### config.mk
export PLATFORM = sky130hd
export DESIGN_NAME = cpu_clock_ctrl
export DESIGN_NICKNAME = d
export VERILOG_FILES = /design/src/rtl/cpu_clock_ctrl.sv
export SDC_FILE = /design/constraint.sdc
export NUM_CORES = 1
export LEC_CHECK = 0
export ABC_CLOCK_PERIOD_IN_PS = 4300
export BUFFER_PORTS_ARGS = -buffer_cell sky130_fd_sc_hd__buf_2
export CAP_MARGIN = 20
export CORE_MARGIN = 5
export CORE_UTILIZATION = 59
export DETAILED_ROUTE_END_ITERATION = 7
export PLACE_DENSITY = 0.83
export SLEW_MARGIN = 25
export SYNTH_ARGS = -nofsm -noshare
export SYNTH_HDL_FRONTEND = slang
export SYNTH_SLANG_ARGS = --single-unit
### constraint.sdc
create_clock -name clk -period 4.3 [get_ports clk]
set_input_delay 0.86 -clock clk [delete_from_list [all_inputs] [get_ports clk]]
set_output_delay 0.86 -clock clk [all_outputs]
set_load 0.02 [all_outputs]
### src/rtl/cpu_clock_ctrl.sv
// cpu_clock_ctrl: turns the free-running board clock plus raw step button and
// run switch inputs into a clean processor clock. The three modes are halted,
// single-step (one pulse per debounced press) and free-run (divided clock).
// It also counts processor clock rising edges.
//
// Both raw inputs are synchronized and debounced. A five-state FSM sequences
// the high and low phases. cpu_clk and busy are registered decodes of the FSM
// state, so they trail the state by one board cycle. This keeps the processor
// clock free of glitches and of any combinational path to the output.
module cpu_clock_ctrl #(
  parameter int DEBOUNCE_CYCLES = 4,
  parameter int RUN_DIV         = 4,
  parameter int PULSE_HIGH      = 2,
  parameter int CNT_W           = 32
) (
  input  logic             clk,
  input  logic             rst_n,
  input  logic             step_btn,
  input  logic             run_sw,
  input  logic             halt,
  output logic             cpu_clk,
  output logic [CNT_W-1:0] cycle_count,
  output logic             busy
);

  // Debounce counter only needs to reach DEBOUNCE_CYCLES-1.
  localparam int DB_W   = (DEBOUNCE_CYCLES > 1) ? $clog2(DEBOUNCE_CYCLES) : 1;
  // The phase counter covers the longer of the run half-period and the step pulse.
  localparam int PH_MAX = (RUN_DIV > PULSE_HIGH) ? RUN_DIV : PULSE_HIGH;
  localparam int PH_W   = (PH_MAX > 1) ? $clog2(PH_MAX) : 1;

  localparam logic [DB_W-1:0] DB_LAST   = DB_W'(DEBOUNCE_CYCLES - 1);
  localparam logic [PH_W-1:0] STEP_LAST = PH_W'(PULSE_HIGH - 1);
  localparam logic [PH_W-1:0] RUN_LAST  = PH_W'(RUN_DIV - 1);

  typedef enum logic [2:0] {
    ST_IDLE    = 3'd0,
    ST_STEP_HI = 3'd1,
    ST_STEP_LO = 3'd2,
    ST_RUN_HI  = 3'd3,
    ST_RUN_LO  = 3'd4
  } state_t;

  // Index 0 is the step button and index 1 is the run switch.
  logic [1:0]      raw_s;
  logic [1:0]      sync1_r;
  logic [1:0]      sync2_r;
  logic [1:0]      stable_r;
  logic [DB_W-1:0] db_cnt_r [2];
  logic            step_stable_d_r;
  logic            step_req_s;
  logic            run_go_s;

  state_t          state_r;
  state_t          state_nxt_s;
  logic [PH_W-1:0] ph_r;
  logic [PH_W-1:0] ph_nxt_s;

  logic            cpu_clk_nxt_s;
  logic            busy_nxt_s;
  logic            cpu_clk_r;
  logic            busy_r;
  logic [CNT_W-1:0] cycle_count_r;

  assign raw_s = {run_sw, step_btn};

  // Two-flop synchronizers for both asynchronous inputs.
  always_ff @(posedge clk or negedge rst_n) begin
    if (!rst_n) begin
      sync1_r <= 2'b00;
      sync2_r <= 2'b00;
    end else begin
      sync1_r <= raw_s;
      sync2_r <= sync1_r;
    end
  end

  // Debounce: the stable value follows the synchronized input only after it
  // has differed for DEBOUNCE_CYCLES consecutive edges.
  always_ff @(posedge clk or negedge rst_n) begin
    if (!rst_n) begin
      stable_r <= 2'b00;
      for (int i = 0; i < 2; i++) begin
        db_cnt_r[i] <= {DB_W{1'b0}};
      end
    end else begin
      for (int i = 0; i < 2; i++) begin
        if (sync2_r[i] == stable_r[i]) begin
          db_cnt_r[i] <= {DB_W{1'b0}};
        end else if (db_cnt_r[i] == DB_LAST) begin
          stable_r[i] <= sync2_r[i];
          db_cnt_r[i] <= {DB_W{1'b0}};
        end else begin
          db_cnt_r[i] <= db_cnt_r[i] + DB_W'(1);
        end
      end
    end
  end

  // Delayed debounced step value, used to detect the press edge.
  always_ff @(posedge clk or negedge rst_n) begin
    if (!rst_n) begin
      step_stable_d_r <= 1'b0;
    end else begin
      step_stable_d_r <= stable_r[0];
    end
  end

  // A release produces no request; only the debounced rising edge does.
  assign step_req_s = stable_r[0] & ~step_stable_d_r;
  assign run_go_s   = stable_r[1] & ~halt;

  // FSM state and phase counter register.
  always_ff @(posedge clk or negedge rst_n) begin
    if (!rst_n) begin
      state_r <= ST_IDLE;
      ph_r    <= {PH_W{1'b0}};
    end else begin
      state_r <= state_nxt_s;
      ph_r    <= ph_nxt_s;
    end
  end

  // Next-state logic. A started high phase always runs its full low phase.
  // Step requests that arrive while a pulse is in flight are dropped.
  always_comb begin
    state_nxt_s = state_r;
    ph_nxt_s    = ph_r + PH_W'(1);
    case (state_r)
      ST_IDLE: begin
        ph_nxt_s = {PH_W{1'b0}};
        if (run_go_s) begin
          state_nxt_s = ST_RUN_HI;
        end else if (step_req_s) begin
          state_nxt_s = ST_STEP_HI;
        end else begin
          state_nxt_s = ST_IDLE;
        end
      end
      ST_STEP_HI: begin
        if (ph_r == STEP_LAST) begin
          state_nxt_s = ST_STEP_LO;
          ph_nxt_s    = {PH_W{1'b0}};
        end else begin
          state_nxt_s = ST_STEP_HI;
        end
      end
      ST_STEP_LO: begin
        if (ph_r == STEP_LAST) begin
          state_nxt_s = ST_IDLE;
          ph_nxt_s    = {PH_W{1'b0}};
        end else begin
          state_nxt_s = ST_STEP_LO;
        end
      end
      ST_RUN_HI: begin
        if (ph_r == RUN_LAST) begin
          state_nxt_s = ST_RUN_LO;
          ph_nxt_s    = {PH_W{1'b0}};
        end else begin
          state_nxt_s = ST_RUN_HI;
        end
      end
      ST_RUN_LO: begin
        if (ph_r == RUN_LAST) begin
          ph_nxt_s = {PH_W{1'b0}};
          if (run_go_s) begin
            state_nxt_s = ST_RUN_HI;
          end else begin
            state_nxt_s = ST_IDLE;
          end
        end else begin
          state_nxt_s = ST_RUN_LO;
        end
      end
      default: begin
        state_nxt_s = ST_IDLE;
        ph_nxt_s    = {PH_W{1'b0}};
      end
    endcase
  end

  // Output decode of the current state, registered below.
  always_comb begin
    cpu_clk_nxt_s = 1'b0;
    busy_nxt_s    = 1'b1;
    case (state_r)
      ST_IDLE:    busy_nxt_s    = 1'b0;
      ST_STEP_HI: cpu_clk_nxt_s = 1'b1;
      ST_RUN_HI:  cpu_clk_nxt_s = 1'b1;
      ST_STEP_LO: cpu_clk_nxt_s = 1'b0;
      ST_RUN_LO:  cpu_clk_nxt_s = 1'b0;
      default: begin
        cpu_clk_nxt_s = 1'b0;
        busy_nxt_s    = 1'b0;
      end
    endcase
  end

  // Registered outputs. The counter advances on the edge that raises cpu_clk.
  always_ff @(posedge clk or negedge rst_n) begin
    if (!rst_n) begin
      cpu_clk_r     <= 1'b0;
      busy_r        <= 1'b0;
      cycle_count_r <= {CNT_W{1'b0}};
    end else begin
      cpu_clk_r <= cpu_clk_nxt_s;
      busy_r    <= busy_nxt_s;
      if (cpu_clk_nxt_s && !cpu_clk_r) begin
        cycle_count_r <= cycle_count_r + CNT_W'(1);
      end else begin
        cycle_count_r <= cycle_count_r;
      end
    end
  end

  assign cpu_clk     = cpu_clk_r;
  assign busy        = busy_r;
  assign cycle_count = cycle_count_r;

endmodule

After elaboration in Yosys (flattened, before gate mapping)
Cells that the tools add are included.
{"block": "classes", "n_addsub": 4, "eq_ne": 10, "n_bitwise": 6, "muxes": 17, "reduce_logical": 9}
{"cell": "adder 32 x 1 -> 32 bit, second input constant", "n": 1}
{"cell": "2-to-1 mux 2 bit", "n": 9}
{"cell": "one-hot mux 3 bit (5 select lines)", "n": 1}
{"cell": "2-to-1 mux 3 bit", "n": 3}
{"cell": "adder 2 x 1 -> 2 bit, second input constant", "n": 3}
{"cell": "== test 2 bit, second input constant", "n": 3}
{"cell": "== test 3 x 2 -> 1 bit, second input constant", "n": 2}
{"cell": "OR reduction 2 bit", "n": 3}
{"cell": "inverter 1 bit", "n": 4}
{"cell": "one-hot mux 2 bit (2 select lines)", "n": 1}
{"cell": "AND reduction 2 bit", "n": 2}
{"cell": "OR reduction 4 bit", "n": 1}
{"cell": "== test 3 x 1 -> 1 bit, second input constant", "n": 1}
{"cell": "== test 3 bit, second input constant", "n": 1}
{"cell": "logical NOT 3 bit", "n": 1}
{"cell": "2-to-1 mux 1 bit", "n": 3}
{"cell": "AND 1 bit", "n": 2}
{"cell": "== test 1 bit", "n": 2}
{"cell": "== test 2 x 1 -> 1 bit, second input constant", "n": 1}
{"cell": "logical AND 1 bit", "n": 1}
{"cell": "logical NOT 1 bit", "n": 1}
{"block": "word_totals", "output_inout_bits": 34, "inputBits": 5, "word_cells": 58, "reg_bits": 50}

Longest topological paths before layout
Gate-level depths: netlist of run 1.
{"block": "logic_depth", "word_depth": 5, "depth_mapped": 6, "mapped_depth_nobuf": 6}

Worst setup path after synthesis of run 1
OpenSTA, ideal clock, no wires.
{"block": "synth_timing", "path_type": "flip-flop to flip-flop", "startpoint": "register cpu_clk_r (netlist: cpu_clk)", "endpoint": "register cycle_count_r[24] (netlist: cycle_count[24])", "synth_period_minus_slack_ns": 1.885, "setup_ns": 0.080, "path_slack_ns": 2.415, "required_ns": 4.220, "stages_incl_launch_ff": 6, "t_arrival_ns": 1.806, "n_path_buf": 1, "cell_sequence": "dfrtp_1 or3b_4 or3_1 buf_2 nor4_2 xor2_1"}
{"block": "synth_between", "elab_chain_cells": 2}
{"item": "start, declared", "line_no": "61", "rtl": "logic cpu_clk_r;"}
{"item": "start signal, assigned", "line_no": "207", "rtl": "cpu_clk_r <= cpu_clk_nxt_s;"}
{"item": "logical NOT 1 bit", "line_no": "209", "rtl": "if (cpu_clk_nxt_s && !cpu_clk_r) begin"}
{"item": "logical AND 1 bit", "line_no": "209"}
{"item": "end signal, assigned", "line_no": "205", "rtl": "cycle_count_r <= {CNT_W{1'b0}};"}
{"item": "end signal, assigned", "line_no": "210", "rtl": "cycle_count_r <= cycle_count_r + CNT_W'(1);"}
{"item": "end signal, assigned", "line_no": "212", "rtl": "cycle_count_r <= cycle_count_r;"}
{"item": "end, declared", "line_no": "63", "rtl": "logic [CNT_W-1:0] cycle_count_r;"}
Every way passes these cells.
A chain may end at the register's enable or synchronous reset.

Worst setup path after layout of run 1
{"block": "layout_timing", "startpoint": "register state_r[2]", "endpoint": "register cycle_count_r[26] (netlist: cycle_count[26])"}
{"block": "layout_between", "elab_chain_cells": 4, "word_cells_on_any_way": 5, "cone_classes": "2 x eq/ne; 1 x mux; 2 x reduce/logical"}
{"item": "start, declared", "line_no": "54", "rtl": "state_t state_r;"}
{"item": "start signal, assigned", "line_no": "119", "rtl": "state_r <= state_nxt_s;"}
{"item": "== test 3 x 2 -> 1 bit or == test 3 x 1 -> 1 bit (tied branches)", "line_no": "187", "rtl": "case (state_r)"}
{"item": "OR reduction 2 bit (no source line) *"}
{"item": "2-to-1 mux 1 bit *", "line_no": "187"}
{"item": "logical AND 1 bit *", "line_no": "209"}
Mark *: on every way between the ends. The rest lies on a longest branch, timed or not.

==> run_results.csv, run 1 <==
group,metric,value,unit
status,status,"finished, final reports clean",
final_layout,utilization,0.701,
sta,setup_violations,0,
sta,fin_crit_sh,0.490,
placement,place_area,2480,um2
clock_network,cts_buffers,5,
power_and_ir_drop,leakage,1.27,nW
drt,routed_wl,3960,um
floorplan,initial_core_util,0.609,
critical_path,r2r_slack,2.19,ns
sta,worstMarginPinSlew,0.622,ns
final_layout,antenna_cells,0,
sta,skew,0.00612,ns
sta,period_minus_slack,2.11,ns
synth,yosysMostFrequentCell,"dfrtp_1",
drt,vias,1533,
drt,drt_pre_antenna_iters,4,
grt,grt_overflow,0,
grt,grt_max_degree,51,
synth,yosysUniqueCellTypes,33,
final_layout,fin_cells,282,
grt,grt_pass1_vias,1489,
critical_path,crit_buf_inv,0,
sta,finalHoldViolCount,0,
run,drv_cap,0,
critical_path,max_stage_delay,0.53,ns
final_layout,drive_above_1_share,0.235,
power_and_ir_drop,power_density,493,nW/um2
critical_path,critical_path_depth,4,
clock_network,clock_path_buffers,2,
synth,synth_edf_count,0,
final_layout,areaGrowthSynthToFinish,15.1,%
clock_network,cts_hold_buf,0,
synth,ys_async_sr_fraction,1.00,
clock_network,clk_pin_slew,0.08,ns
clock_network,h-tree-depth,2,
critical_path,cp_top_family,"simple AND/OR/NAND/NOR gates",
critical_path,crit_arrival,2.34,ns
drt,vias_per_cell,5.44,
sta,whs,0.357,ns
synth,netlist_instances,194,
critical_path,end_kind,"flip-flop",
synth,synth_area_leader_cell,"dfrtp_1",
placement,dpl.cell_count,274,
power_and_ir_drop,ir_drop,0.317,mV
critical_path,path_cells,"or3b_4 -> or3_1 -> nor4_2 -> xor2_1",
synth,ys_seq_elements,50,
sta,tns,0,ns
sta,slew_headroom,0.584,
drt,postRouteAntennaNets,0,
floorplan,fp.dieH,71.7,um
clock_network,cts_root_buf,"clkbuf_8",
synth,yosysSeqAreaShare,0.557,
floorplan,io-pin-count,39,
hold_path,hold_path.class,"flip-flop to flip-flop",
synth,ys_top_cells_by_area,"dfrtp_1 (56%), xnor2_1 (9.4%), xor2_1 (3.9%), ha_1 (3.3%), nand4_1 (2.2%)",
critical_path,worst_setup_path_start_kind,"flip-flop",
floorplan,core,3690,um2
critical_path,ff2ff_path_depth,4,
grt,track_usage,0.170,
clock_network,clk_latency,0.31,ns
placement,place_ws,2.20,ns
floorplan,die-area,5140,um2
sta,rsz0062_at_grt,"no",
sta,postLayoutSetupSlackWorst,2.19,ns
hold_path,min_path_cells,0,
synth,yosysWarnings,0,
clock_network,cts_tree,"built",
drt,drt_iter0_markers,70,
synth,yosys.area.top_type_share,0.557,
clock_network,cts_resized,0,
critical_path,path_max_fanout,12,
placement,hpwl,2900,um
clock_network,postCtsSetupBuffers,0,
power_and_ir_drop,finalPower,1.28,mW
synth,synth_area,2250,um2
synth,synthFlopType,"dfrtp_1",
sta,maxSlewViolCount,0,
critical_path,crit_required,4.53,ns
synth,syn_avg_cell_area,11.6,um2
placement,place_congestion,0.822,
drt,post_drt_wl_per_cell,14.0,um
placement,io_buffers,38,
sta,fmax,474,MHz
final_layout,nets,244,
grt,grt_pass1_wl,6820,um
clock_network,clock-sinks,50,
final_layout,fin_area,2590,um2
critical_path,crit_type,"flip-flop to flip-flop",
grt,antenna_found_initial,0,
drt,route.detailed.drc,0,
synth,yosys-top-cells-count,"dfrtp_1 (50), xnor2_1 (24), nand2_1 (13)",
synth,synth_fp_nets,205,
floorplan,num_rows,22,
critical_path,crit_path_top_delay_cell,"or3_1",
floorplan,die_x,71.7,um
[state kept, by name (all words and copies together), names as in the netlist]
signal and count:
state_r 3, busy 1, sync1_r 2, cpu_clk 1, cycle_count 32, step_stable_d_r 1, sync2_r 2, ph_r 2
db_cnt_r 4, stable_r 2
[worst register-to-register path, stage by stage, from the launching register on]
cell and delay, ns:
dfrtp_1 0.52, or3b_4 0.47, or3_1 0.53, nor4_2 0.33, xor2_1 0.18
[kinds of logic after synthesis]
group,count (synthesis),synth area share
compound gates,10,0.0295
xor+xnor,34,0.133
fa+ha+maj,6,0.0334
buf+inv,17,0.0290
flops,50,0.557
mux,5,0.0239
simple gates,72,0.195
[layout by cell type, fill, tap and decap left out, drive strengths merged, types with 3 or more instances in the layout]
cell    count
a21oi       3
and2        3
and3        5
and4        5
buf        38
clkbuf      8
dfrtp      50
ha          6
inv        11
mux2        3
nand2      13
nand3       6
nand4       8
nor2        5
nor2b       5
nor3       10
nor3b       3
nor4        5
xnor2      24
xor2       10
[power breakdown]
group          internal, mW  switching, mW
logic                 0.150          0.173
registers             0.554         0.0892
clock network         0.162          0.147
total                 0.867          0.409
[metal layers]
layer | track usage | vias up | share of wire
met5 | 0 | - | 0
met4 | 0.0877 | 0 | 0.021
met3 | 0.0421 | 9 | 0.055
met2 | 0.268 | 33 | 0.50
met1 | 0.216 | 750 | 0.42
li1 | - | 741 | -
[path summary, 6_finish.rpt]
path                                 start              end
worst max-delay path            state_r[2]  cycle_count[26]
worst min-delay path            sync1_r[1]       sync2_r[1]
worst max register to register  state_r[2]  cycle_count[26]
worst min register to register  sync1_r[1]       sync2_r[1]
max in group asynchronous            rst_n      db_cnt_r[0]
min in group asynchronous            rst_n  cycle_count[15]
[final cells by class]
class | instances | area, um2
Tap cell | 48 | 60.1
Sequential cell | 50 | 1250
Timing Repair Buffer | 38 | 193
Fill cell | 273 | 1100
Inverter | 11 | 41.3
Clock buffer | 8 | 110
Multi-Input combinational cell | 127 | 931
No activity file was read; power rests on OpenSTA's default activity.
==> run 2, diff against run 1 <==
--- a/config.mk
+++ b/config.mk
@@ -5,13 +5,14 @@
 export SDC_FILE = /design/constraint.sdc
 export NUM_CORES = 1
 export LEC_CHECK = 0
-export ABC_CLOCK_PERIOD_IN_PS = 4300
+export ABC_AREA = 1
+export ABC_CLOCK_PERIOD_IN_PS = 2000
 export BUFFER_PORTS_ARGS = -buffer_cell sky130_fd_sc_hd__buf_2
 export CAP_MARGIN = 20
 export CORE_MARGIN = 5
-export CORE_UTILIZATION = 59
+export CORE_UTILIZATION = 56
 export DETAILED_ROUTE_END_ITERATION = 7
-export PLACE_DENSITY = 0.83
+export PLACE_DENSITY = 0.79
 export SLEW_MARGIN = 25
 export SYNTH_ARGS = -nofsm -noshare
 export SYNTH_HDL_FRONTEND = slang
==> constraint.sdc (replaced) <==
create_clock -name clk -period 2 [get_ports clk]
set_input_delay 0.4 -clock clk [delete_from_list [all_inputs] [get_ports clk]]
set_output_delay 0.4 -clock clk [all_outputs]
set_load 0.02 [all_outputs]
==> run 2 against run 1 <==
  * First-iteration DRC count up 89%
  * Highest routed layer unchanged
  * Largest power group unchanged
  * Critical endpoint is now cycle_count[28]
  * Clock power rose to 2.7 times the previous value
  * Clock-buffer cell count down 3
  * Sequential cell count unchanged
  * Clock skew down 0.0024 ns
  * Critical path depth up 4
  * Core utilization down 2.7 points
  * Critical path type unchanged
==> run_results.csv, run 2 <==
group,metric,value,unit
status,status,"finished, final reports clean",
sta,period_minus_slack,1.56,ns
placement,hpwl,4040,um
placement,place_area,2800,um2
synth,synth_fp_nets,313,
critical_path,r2r_end,"cycle_count[28]",
synth,yosysUniqueCellTypes,25,
final_layout,final_cell_mix,"nand2_1 (72), dfrtp_1 (50), inv_1 (44)",
sta,skew,0.00374,ns
sta,fmax,642,MHz
final_layout,drive_above_1_share,0.183,
critical_path,crit_top_cell,"nand2_1",
placement,io_buffers,38,
clock_network,clock-sinks,50,
floorplan,die-area,5950,um2
grt,grt_pass1_wl,9520,um
synth,netlist_instances,302,
critical_path,startpoint,"cycle_count[0]",
placement,place_congestion,0.905,
power_and_ir_drop,power_density,990,nW/um2
clock_network,postCtsSetupBuffers,0,
synth,synthFlopType,"dfrtp_1",
grt,grt_max_degree,30,
synth,ys_async_sr_fraction,1.00,
synth,yosys-top-cells-count,"nand2_1 (72), dfrtp_1 (50), inv_1 (44)",
floorplan,core,4350,um2
clock_network,cts_buffers,5,
synth,yosysWarnings,0,
final_layout,layout_commonest_cell,"nand2_1",
synth,synth_edf_count,0,
sta,maxSlewViolCount,0,
critical_path,path_cells,"ha_1 -> nand3_1 -> nor2_2 -> inv_2 -> nor3_2 -> nand2_1 -> nand2_1 -> nand2_1",
drt,drt_iter0_markers,132,
synth,ys_seq_elements,50,
clock_network,cts_hold_buf,0,
synth,yosysMostFrequentCell,"nand2_1",
sta,postLayoutSetupSlackWorst,0.443,ns
critical_path,max_stage_delay,0.42,ns
critical_path,crit_arrival,1.76,ns
critical_path,crit_type,"flip-flop to flip-flop",
run,drv_cap,0,
floorplan,num_rows,24,
final_layout,fill_cells,365,
final_layout,areaGrowthSynthToFinish,16.4,%
clock_network,cts_root_buf,"clkbuf_8",
synth,synth_area,2520,um2
clock_network,clk_pin_slew,0.09,ns
critical_path,cp-endpoint,"cycle_count[28]",
grt,antenna_found_initial,0,
critical_path,worst_setup_path_start_kind,"flip-flop",
grt,grt_pass1_vias,2108,
critical_path,r2r_slack,0.44,ns
clock_network,clock_path_buffers,2,
critical_path,path_max_fanout,4,
final_layout,multiInputGateArea,1100,um2
synth,ys_top_cells_by_area,"dfrtp_1 (50%), nand2_1 (11%), inv_1 (6.5%), nor2_1 (5.1%), xor2_1 (4.9%)",
power_and_ir_drop,ir_drop,0.612,mV
synth,yosysSeqAreaShare,0.496,
drt,post_drt_wl_per_cell,13.1,um
final_layout,antenna_cells,0,
critical_path,end_kind,"flip-flop",
drt,routed_wl,5240,um
clock_network,cts_tree,"built",
placement,place_ws,0.486,ns
drt,route.detailed.drc,0,
final_layout,fin_area,2940,um2
critical_path,crit_required,2.20,ns
sta,rsz0062_at_grt,"no",
clock_network,h-tree-depth,2,
floorplan,initial_core_util,0.579,
grt,track_usage,0.192,
sta,finalHoldViolCount,0,
drt,postRouteAntennaNets,0,
critical_path,crit_path_top_delay_cell,"dfrtp_1",
sta,slew_headroom,0.663,
critical_path,ff2ff_path_depth,8,
synth,yosys.area.top_type_share,0.496,
sta,fin_crit_sh,0.779,
synth,synth_area_leader_cell,"dfrtp_1",
power_and_ir_drop,leakage,1.53,nW
grt,grt_overflow,0,
floorplan,die_x,77.1,um
final_layout,largest_reg_flops,32,
critical_path,r2r_start,"cycle_count[0]",
sta,tns,0,ns
final_layout,nets,359,
hold_path,hold_path.class,"primary input to async pin",
clock_network,cts_resized,0,
floorplan,fp.dieH,77.1,um
final_layout,seq_area,1250,um2
sta,worstMarginPinSlew,0.505,ns
drt,vias_per_cell,5.17,
sta,setup_violations,0,
clock_network,clk_latency,0.30,ns
floorplan,io-pin-count,39,
drt,drt_pre_antenna_iters,5,
synth,syn_avg_cell_area,8.35,um2
drt,vias,2075,
## run 2: cell types whose count changed after synthesis, moves of 7 or more
| cell | change |
|---|---|
| nor2_2 | +7 |
| inv_1 | +33 |
| nand3_1 | +14 |
| nor2_1 | +29 |
| xnor2_1 | -15 |
| nand2_1 | +59 |
## run 2: cells by family after synthesis
kind of cell             share of synthesized area
adder cells (fa/ha/maj)                     0.0298
AND/OR/NAND/NOR                              0.299
flip-flops                                   0.496
AO/OA/AOI/OAI                               0.0273
buffers and inverters                       0.0685
XOR/XNOR                                    0.0799
## run 2: how the worst min path moves through the flow
stage	cells past startpoint	end	startpoint	slack [ns]
CTS	1	cycle_count[2]	rst_n	0.07
global placement	0	sync2_r[1]	sync1_r[1]	0.34
floorplan	0	busy	rst_n	0.10
detailed placement	0	sync2_r[1]	sync1_r[1]	0.34
global route	1	cycle_count[2]	rst_n	0.1
finish	1	cycle_count[2]	rst_n	0.05
## run 2: worst max-delay path, delay by kind of cell, from the launching register on
| kind | cells | cell delay, ns |
|---|---|---|
| AND/OR/NAND/NOR | 6 | 0.77 |
| buffers and inverters | 1 | 0.06 |
| flip-flops | 1 | 0.42 |
| adder cells (fa/ha/maj) | 1 | 0.20 |
## run 2: layout make-up
| class | count | area share |
|---|---|---|
| flip-flops and latches | 50 | 0.426 |
| multi-input cells | 206 | 0.374 |
| repair buffers | 39 | 0.0716 |
| inverters | 46 | 0.0588 |
| clock buffers | 5 | 0.0234 |
| clock inverters | 3 | 0.0234 |
| well taps | 52 | 0.0222 |
## run 2: per-layer routing
metal,up-vias,share of wire,routed length (um),GRT usage
met5,-,0,0,0
met4,0,0.015,77,0.0550
met3,8,0.044,232,0.0340
met2,46,0.50,2630,0.339
met1,987,0.44,2300,0.240
li1,1034,-,-,-
## run 2: through the flow
step / util / hold WS (ns) / power (mW) / instances
global route: 0.674 / 0.0966 / 3.10 / 401
floorplan: - / 0.104 / 1.85 / 302
global placement: 0.643 / 0.337 / 2.05 / 393
CTS: 0.674 / 0.0717 / 2.94 / 401
finish: 0.674 / 0.0507 / 2.90 / 401
detailed placement: 0.643 / 0.340 / 2.08 / 393
## run 2: power by group
group	internal (mW)	switching (mW)
Sequential	1.18	0.151
Clock	0.501	0.343
Combinational	0.261	0.464
Total	1.95	0.959
